## config.mk

```make
export PLATFORM = sky130hd
export DESIGN_NAME = alu_multicycle
export DESIGN_NICKNAME = d
export VERILOG_FILES = /design/src/rtl/alu_multicycle.sv
export SDC_FILE = /design/constraint.sdc
export NUM_CORES = 1
export LEC_CHECK = 0
export CORE_MARGIN = 2
export CORE_UTILIZATION = 50
export DETAILED_ROUTE_END_ITERATION = 8
export GPL_ROUTABILITY_DRIVEN = 0
export PLACE_DENSITY_LB_ADDON = 0.15
export SLEW_MARGIN = 20
export SYNTH_ARGS = -nofsm -noshare
export SYNTH_HDL_FRONTEND = slang
export SYNTH_SLANG_ARGS = --single-unit
```

## constraint.sdc

```tcl
create_clock -name clock -period 8.7 [get_ports clock]
set_clock_uncertainty 0.05 [all_clocks]
set_input_delay 2.175 -clock clock [delete_from_list [all_inputs] [get_ports clock]]
set_output_delay 2.175 -clock clock [all_outputs]
set_load 0.02 [all_outputs]
```

## src/rtl/alu_multicycle.sv

```systemverilog
// Execute-stage ALU: single-cycle arithmetic/logic/shift ops plus
// iterative signed multiply and divide behind a valid/ready handshake.
module alu_multicycle #(
    parameter int WIDTH   = 32,
    parameter int SHAMT_W = 5
) (
    input  logic               clock,
    input  logic               ctrl_reset_n,
    input  logic [WIDTH-1:0]   data_operandA,
    input  logic [WIDTH-1:0]   data_operandB,
    input  logic [4:0]         ctrl_ALUopcode,
    input  logic [SHAMT_W-1:0] ctrl_shiftamt,
    input  logic               ctrl_valid,
    output logic               ctrl_ready,
    output logic [WIDTH-1:0]   data_result,
    output logic               data_valid,
    output logic               isNotEqual,
    output logic               isLessThan,
    output logic               overflow,
    output logic               div_by_zero
);

    localparam logic [4:0] OP_ADD = 5'b00000;
    localparam logic [4:0] OP_SUB = 5'b00001;
    localparam logic [4:0] OP_AND = 5'b00010;
    localparam logic [4:0] OP_OR  = 5'b00011;
    localparam logic [4:0] OP_SLL = 5'b00100;
    localparam logic [4:0] OP_SRA = 5'b00101;
    localparam logic [4:0] OP_MUL = 5'b00110;
    localparam logic [4:0] OP_DIV = 5'b00111;
    localparam logic [4:0] OP_SRL = 5'b01000;
    localparam logic [4:0] OP_XOR = 5'b01001;

    localparam logic [WIDTH-1:0]   MIN_VAL  = {1'b1, {(WIDTH-1){1'b0}}};
    localparam logic [SHAMT_W-1:0] LAST_CNT = SHAMT_W'(WIDTH-1);

    typedef enum logic [1:0] {IDLE, BUSY, FINISH} state_t;

    state_t state, state_nxt;

    logic [WIDTH-1:0]   a_q, b_q;
    logic               is_div_q;
    logic [SHAMT_W-1:0] cnt;
    logic [WIDTH-1:0]   hi, lo, bmag;
    logic [WIDTH-1:0]   hi_n, lo_n;

    logic accept, is_mul, is_div, b_zero, start_iter;

    assign ctrl_ready = (state == IDLE);
    assign accept     = ctrl_valid && ctrl_ready;
    assign is_mul     = (ctrl_ALUopcode == OP_MUL);
    assign is_div     = (ctrl_ALUopcode == OP_DIV);
    assign b_zero     = (data_operandB == '0);
    assign start_iter = accept && (is_mul || (is_div && !b_zero));

    // Comparison flags share one subtractor: live inputs on accept,
    // latched operands when an iterative op completes.
    logic [WIDTH-1:0] cmp_a, cmp_b, diff;
    logic             sub_ovf, lt, ne;

    assign cmp_a   = (state == IDLE) ? data_operandA : a_q;
    assign cmp_b   = (state == IDLE) ? data_operandB : b_q;
    assign diff    = cmp_a - cmp_b;
    assign sub_ovf = (cmp_a[WIDTH-1] != cmp_b[WIDTH-1]) &&
                     (diff[WIDTH-1] != cmp_a[WIDTH-1]);
    assign lt      = diff[WIDTH-1] ^ sub_ovf;
    assign ne      = (cmp_a != cmp_b);

    logic [WIDTH-1:0] sum;
    logic             add_ovf;

    assign sum     = data_operandA + data_operandB;
    assign add_ovf = (data_operandA[WIDTH-1] == data_operandB[WIDTH-1]) &&
                     (sum[WIDTH-1] != data_operandA[WIDTH-1]);

    logic [WIDTH-1:0] res1;
    logic             ovf1, dbz1, known;

    always_comb begin
        res1  = '0;
        ovf1  = 1'b0;
        dbz1  = 1'b0;
        known = 1'b1;
        case (ctrl_ALUopcode)
            OP_ADD: begin
                res1 = sum;
                ovf1 = add_ovf;
            end
            OP_SUB: begin
                res1 = diff;
                ovf1 = sub_ovf;
            end
            OP_AND: res1 = data_operandA & data_operandB;
            OP_OR:  res1 = data_operandA | data_operandB;
            OP_XOR: res1 = data_operandA ^ data_operandB;
            OP_SLL: res1 = data_operandA << ctrl_shiftamt;
            OP_SRL: res1 = data_operandA >> ctrl_shiftamt;
            OP_SRA: res1 = $signed(data_operandA) >>> ctrl_shiftamt;
            OP_MUL: res1 = '0;
            OP_DIV: dbz1 = 1'b1;
            default: known = 1'b0;
        endcase
    end

    logic [WIDTH-1:0] amag_in, bmag_in;

    assign amag_in = data_operandA[WIDTH-1] ? -data_operandA : data_operandA;
    assign bmag_in = data_operandB[WIDTH-1] ? -data_operandB : data_operandB;

    // One iteration: shift-add for mul, restoring subtract for div.
    logic [WIDTH:0] shifted, trial, msum;

    always_comb begin
        shifted = {hi, lo[WIDTH-1]};
        trial   = shifted - {1'b0, bmag};
        msum    = {1'b0, hi} + (lo[0] ? {1'b0, bmag} : '0);
        hi_n    = hi;
        lo_n    = lo;
        if (is_div_q) begin
            if (!trial[WIDTH]) begin
                hi_n = trial[WIDTH-1:0];
                lo_n = {lo[WIDTH-2:0], 1'b1};
            end else begin
                hi_n = shifted[WIDTH-1:0];
                lo_n = {lo[WIDTH-2:0], 1'b0};
            end
        end else begin
            hi_n = msum[WIDTH:1];
            lo_n = {msum[0], lo[WIDTH-1:1]};
        end
    end

    logic             neg;
    logic [2*WIDTH-1:0] sprod;
    logic [WIDTH-1:0] quo;
    logic             mul_ovf, div_ovf;

    assign neg     = a_q[WIDTH-1] ^ b_q[WIDTH-1];
    assign sprod   = neg ? -{hi, lo} : {hi, lo};
    assign mul_ovf = (sprod[2*WIDTH-1:WIDTH] != {WIDTH{sprod[WIDTH-1]}});
    assign quo     = neg ? -lo : lo;
    assign div_ovf = (a_q == MIN_VAL) && (b_q == '1);

    always_comb begin
        state_nxt = state;
        case (state)
            IDLE:   if (start_iter) state_nxt = BUSY;
            BUSY:   if (cnt == LAST_CNT) state_nxt = FINISH;
            FINISH: state_nxt = IDLE;
            default: state_nxt = IDLE;
        endcase
    end

    always_ff @(posedge clock or negedge ctrl_reset_n) begin
        if (!ctrl_reset_n) state <= IDLE;
        else               state <= state_nxt;
    end

    always_ff @(posedge clock or negedge ctrl_reset_n) begin
        if (!ctrl_reset_n) begin
            a_q      <= '0;
            b_q      <= '0;
            is_div_q <= 1'b0;
            cnt      <= '0;
            hi       <= '0;
            lo       <= '0;
            bmag     <= '0;
        end else if (start_iter) begin
            a_q      <= data_operandA;
            b_q      <= data_operandB;
            is_div_q <= is_div;
            cnt      <= '0;
            hi       <= '0;
            lo       <= amag_in;
            bmag     <= bmag_in;
        end else if (state == BUSY) begin
            hi  <= hi_n;
            lo  <= lo_n;
            cnt <= cnt + 1'b1;
        end
    end

    always_ff @(posedge clock or negedge ctrl_reset_n) begin
        if (!ctrl_reset_n) begin
            data_result <= '0;
            data_valid  <= 1'b0;
            isNotEqual  <= 1'b0;
            isLessThan  <= 1'b0;
            overflow    <= 1'b0;
            div_by_zero <= 1'b0;
        end else begin
            data_valid <= 1'b0;
            if (accept && !start_iter) begin
                data_valid  <= 1'b1;
                data_result <= res1;
                overflow    <= ovf1;
                div_by_zero <= dbz1;
                isNotEqual  <= known && ne;
                isLessThan  <= known && lt;
            end else if (state == FINISH) begin
                data_valid  <= 1'b1;
                data_result <= is_div_q ? quo : sprod[WIDTH-1:0];
                overflow    <= is_div_q ? div_ovf : mul_ovf;
                div_by_zero <= 1'b0;
                isNotEqual  <= ne;
                isLessThan  <= lt;
            end
        end
    end

endmodule

```

# Yosys cells after proc, flatten, opt, wreduce, memory -nomap -nowiden
# Index checks and enable logic that the tools add are counted.
# word_totals
regBits	205
latch_bits	0
ramBits	0
rom_bits	0
in_bits	77
out_inout_bits	38
word_cells	110
memories	0
# classes
addsub	9
multipliers	0
div_mod_pow	0
order_cmp	0
eq_ne	22
shifts	3
n_mux	38
bitwise	5
n_reduce_logical	19
# ops
cell	count
$mux W32	16
$pmux W32 S8	1
$neg A32 Y32	3
$eq A32 B32 Y1 const B	2
$mux W64	1
$ne A32 B32 Y1	2
$neg A64 Y64	1
$add A32 B32 Y33	1
$sub A33 B32 Y33	1
$add A32 B32 Y32	1
$and A32 B32 Y32	1
$logic_not A32 Y1	1
$or A32 B32 Y32	1
$shl A32 B5 Y32	1
$shr A32 B5 Y32	1
$sshr A32 B5 Y32	1
$sub A32 B32 Y32	1
$xor A32 B32 Y32	1
$eq A5 B3 Y1 const B	4
$mux W1	14
$eq A5 B2 Y1 const B	2
$eq A5 B4 Y1 const B	2
$mux W5	2
$reduce_or A10 Y1	1
20 further kinds	34

# Longest topological paths before layout
# depth
ltp_word	8
ltp_mapped	22
mapped_depth_nobuf	20

# Worst setup path before layout
# No wires, ideal clock.
# synth_timing
path_kind	input -> register
startpoint	in data_operandA[4]
endpoint	reg overflow
setup_ps	121
t_arrival_ps	6341
t_required_ps	8529
path_slack_ps	2188
cell_stages	20
path_buffers	1
cell_sequence	clkbuf_1 > mux2_2 > ha_1 > a2111oi_0 > a21oi_1 > o211ai_1 > o211ai_1 > a31o_2 > a31oi_1 > o21ai_0 > a31oi_1 > a21oi_1 > a211oi_1 > fa_1 > nand2_1 > o21ai_0 > nand2_1 > o311ai_0 > o32a_1 > a22o_1
# synth_between
elab_chain_len	6
elab_cells_between_ends	9
cone_classes	add/sub: 2; eq/ne: 2; mux: 3; reduce/logical: 2
# synth_rtl
item	line_no	rtl
from (decl)	9	input logic [WIDTH-1:0] data_operandA,
$mux W32	61	assign cmp_a = (state == IDLE) ? data_operandA : a_q;
$sub A32 B32 Y32	63	assign diff = cmp_a - cmp_b;
$ne A1 B1 Y1	65	(diff[WIDTH-1] != cmp_a[WIDTH-1]);
$logic_and A1 B1 Y1	64	assign sub_ovf = (cmp_a[WIDTH-1] != cmp_b[WIDTH-1]) &&
$pmux W1 S2 (*)	84	case (ctrl_ALUopcode)
$mux W1 (*)	193	if (accept && !start_iter) begin
to (signal assigned)	196	overflow <= ovf1;
to (signal assigned)	203	overflow <= is_div_q ? div_ovf : mul_ovf;
to (decl)	19	output logic overflow,
# Every way passes the cells marked *; elsewhere a longest branch is shown, timed or not.
# A chain may end at the register's enable or synchronous reset.

# Worst setup path in the final report
# layout_timing
startpoint	in data_operandA[1]
endpoint	reg overflow
# Same word-level chain as after synthesis.

==> impl_metrics.ini <==
[power]
p_per_area_nw_per_um2 = 351
p_total_mw = 9.51
leakage_nw = 11.2
peakVddDrop_v = 0.000251

[clocking]
cts_sinks = 204
cts_hold_buf = 0
cts_buffer_depth = 3
cts_root_buffer = clkbuf_16
clock_latency_ns = 0.59
ctsResizeCount = 0
cts_tree = done
cts.reportedPaths.clkPinSlew_ns = 0.06
htree_levels = 1
cts_buffers = 27
post_cts_buffers = 0

[floorplan]
die_h_um = 225
rows = 81
die_x_um = 225
die_area_um2 = 50800
start_util = 0.504
core_um2 = 48600
ios = 115

[critical_path]
crit_fanout = 5
cp-start-kind = input port
cp.arrival_ns = 7.98
reg2reg_slack_ns = 2.01
cp.required_ns = 9.13
endpoint_kind = flop
critical_path_class = input port to flop

[synthesis]
synth_area_um2 = 24500
synthSimpleGateAreaFrac = 0.183
yosysUniqueCellTypes = 96
synth_fa_ha_area_frac = 0.0887
synth_top_family_by_area = compound AO/OA/AOI/OAI gates
synth_seq_area_share = 0.208
async_reset_ff_frac = 1.00
ys.flop_type = dfrtp_1
synthCells = 3111
ys_ff_latch = 204
syn_avg_cell_area_um2 = 7.88
synth_mux_area_frac = 0.125
synthXorXnorAreaFrac = 0.0757
synth_compound_area_frac = 0.262
syn-num-nets = 3358
yosys_warnings = 0
synth_edf_count = 0

[placed_design]
hpwl_um = 77800
port_buffers = 114
dp.cells = 3668
placed_area_um2 = 26000
pre_cts_slack_ns = 0.864

[grt]
grt_pass1_vias = 24500
grt-ovfl-total = 0
grt_max_degree = 166
grt_pass1_wl_um = 151000
grt_usage = 0.393
antenna_found_initial = 5

[finish]
final_area_um2 = 27100
syn_to_final_growth_pct = 10.5
fin_cells = 3721
most-common-layout-cells = 303 x o21ai_0, 274 x nand2_1, 273 x nor2_1
final_common_cell = o21ai_0
utilization = 0.557
drive_above_1_share = 0.0817
layout.nets = 3323

[drt]
viasPerCell = 6.98
dr.pass1.iters = 7
first_iter_violations = 3791
wl_per_cell_um = 27.3
via_count = 26000
drtAntennaViolNets = 0
route.detailed.drc = 0
finalWirelength_um = 101000

[sta]
setup_viol = 0
hold_viol = 0
hold_ws_ns = 0.435
finalSetupTns_ns = 0
rsz0062_at_grt = no
slew_headroom = 0.188
fin_crit_ns = 7.55
finalCritPeriodShare = 0.868
maxSlewViolCount = 0
tightest_slew_ns = 1.21
fin_ws_ns = 1.15
fmax_mhz = 132

[run_status]
status = finished clean

[min_path]
worstHoldPathType = flop to flop

[flow_run]
maxCapViolations = 0
==> kinds of logic (layout without fill, tap and decap cells) <==
kind of cell / after synthesis / in the layout
multiplexers: 238 / 238
buffers and inverters: 364 / 349
AND/OR/NAND/NOR: 930 / 930
other: 0 / 3
flip-flops: 204 / 204
XOR/XNOR: 212 / 212
adder cells (fa/ha/maj): 171 / 171
AO/OA/AOI/OAI: 992 / 992
==> critical path, stage by stage <==
cell and delay (ns):
clkdlybuf4s50_1 0.66, mux2_2 0.44, ha_1 0.31, nor2b_1 0.14, o31a_1 0.32, o211ai_1 0.29
o211ai_1 0.36, a31o_2 0.39, a31oi_1 0.40, o21ai_0 0.26, a31oi_1 0.31, a21oi_1 0.12
a211oi_1 0.27, fa_1 0.50, nand2_1 0.09, o21ai_0 0.09, nand2_1 0.08, o311ai_0 0.13
o32a_1 0.42, a22o_1 0.20
==> worst paths after layout <==
kind,start,to,cells after the start
setup reg to reg,state[1],overflow,21
min in group asynchronous,ctrl_reset_n,hi[27],1
hold reg to reg,isLessThan,isLessThan,2
setup / recovery,data_operandA[1],overflow,20
hold / removal,isLessThan,isLessThan,2
max in group asynchronous,ctrl_reset_n,b_q[4],3
==> registers in the layout, summed over array words and instances (netlist names), 2 cells and up <==
register / flops
a_q: 32
state: 2
data_result: 32
hi: 32
cnt: 5
lo: 32
b_q: 32
bmag: 31
==> power by group <==
| part | total (mW) | switching [mW] | internal (mW) |
|---|---|---|---|
| logic | 6.34 | 3.80 | 2.54 |
| registers | 1.85 | 0.533 | 1.32 |
| clock network | 1.32 | 0.497 | 0.822 |
| total | 9.51 | 4.83 | 4.68 |
==> cell type report <==
cell class | instances | area (µm²)
diodes | 3 | 7.51
clock buffers | 34 | 752
inverters | 135 | 512
repair buffers | 165 | 1540
multi-input cells | 2543 | 18100
well taps | 622 | 778
clock inverters | 15 | 278
flip-flops and latches | 204 | 5110
fillers | 4485 | 21600
==> synth_stat cells (all sizes together) (27+ instances only) <==
cell type  number  area, µm²
o21ai         304       1520
nor2          278       1050
nand2         276       1050
dfrtp         204       5100
clkbuf        196        737
a21oi         191        956
ha            165       2060
xnor2         151       1320
mux2i         140       1400
inv           134        508
nor3           68        340
a21o           64        480
xor2           61        534
nand3          57        290
a211oi         54        405
mux4           50       1130
mux2           48        541
a22oi          47        353
nand4          36        225
buf            33        134
a31oi          32        200
o22ai          32        206
a221oi         31        278
o31ai          31        233
nor4           30        215
nor2b          28        175
or3            27        169
==> routing by layer <==
layer | global-route usage | routed length [µm] | vias to the layer above | part of all wire
met1 | 0.491 | 37500 | 12400 | 0.37
met2 | 0.603 | 43200 | 1686 | 0.43
li1 | - | - | 11500 | -
met5 | 0 | 28 | - | 0.00028
met3 | 0.0837 | 11400 | 450 | 0.11
met4 | 0.281 | 9220 | 4 | 0.091
No activity file was read; power rests on OpenSTA's default activity.
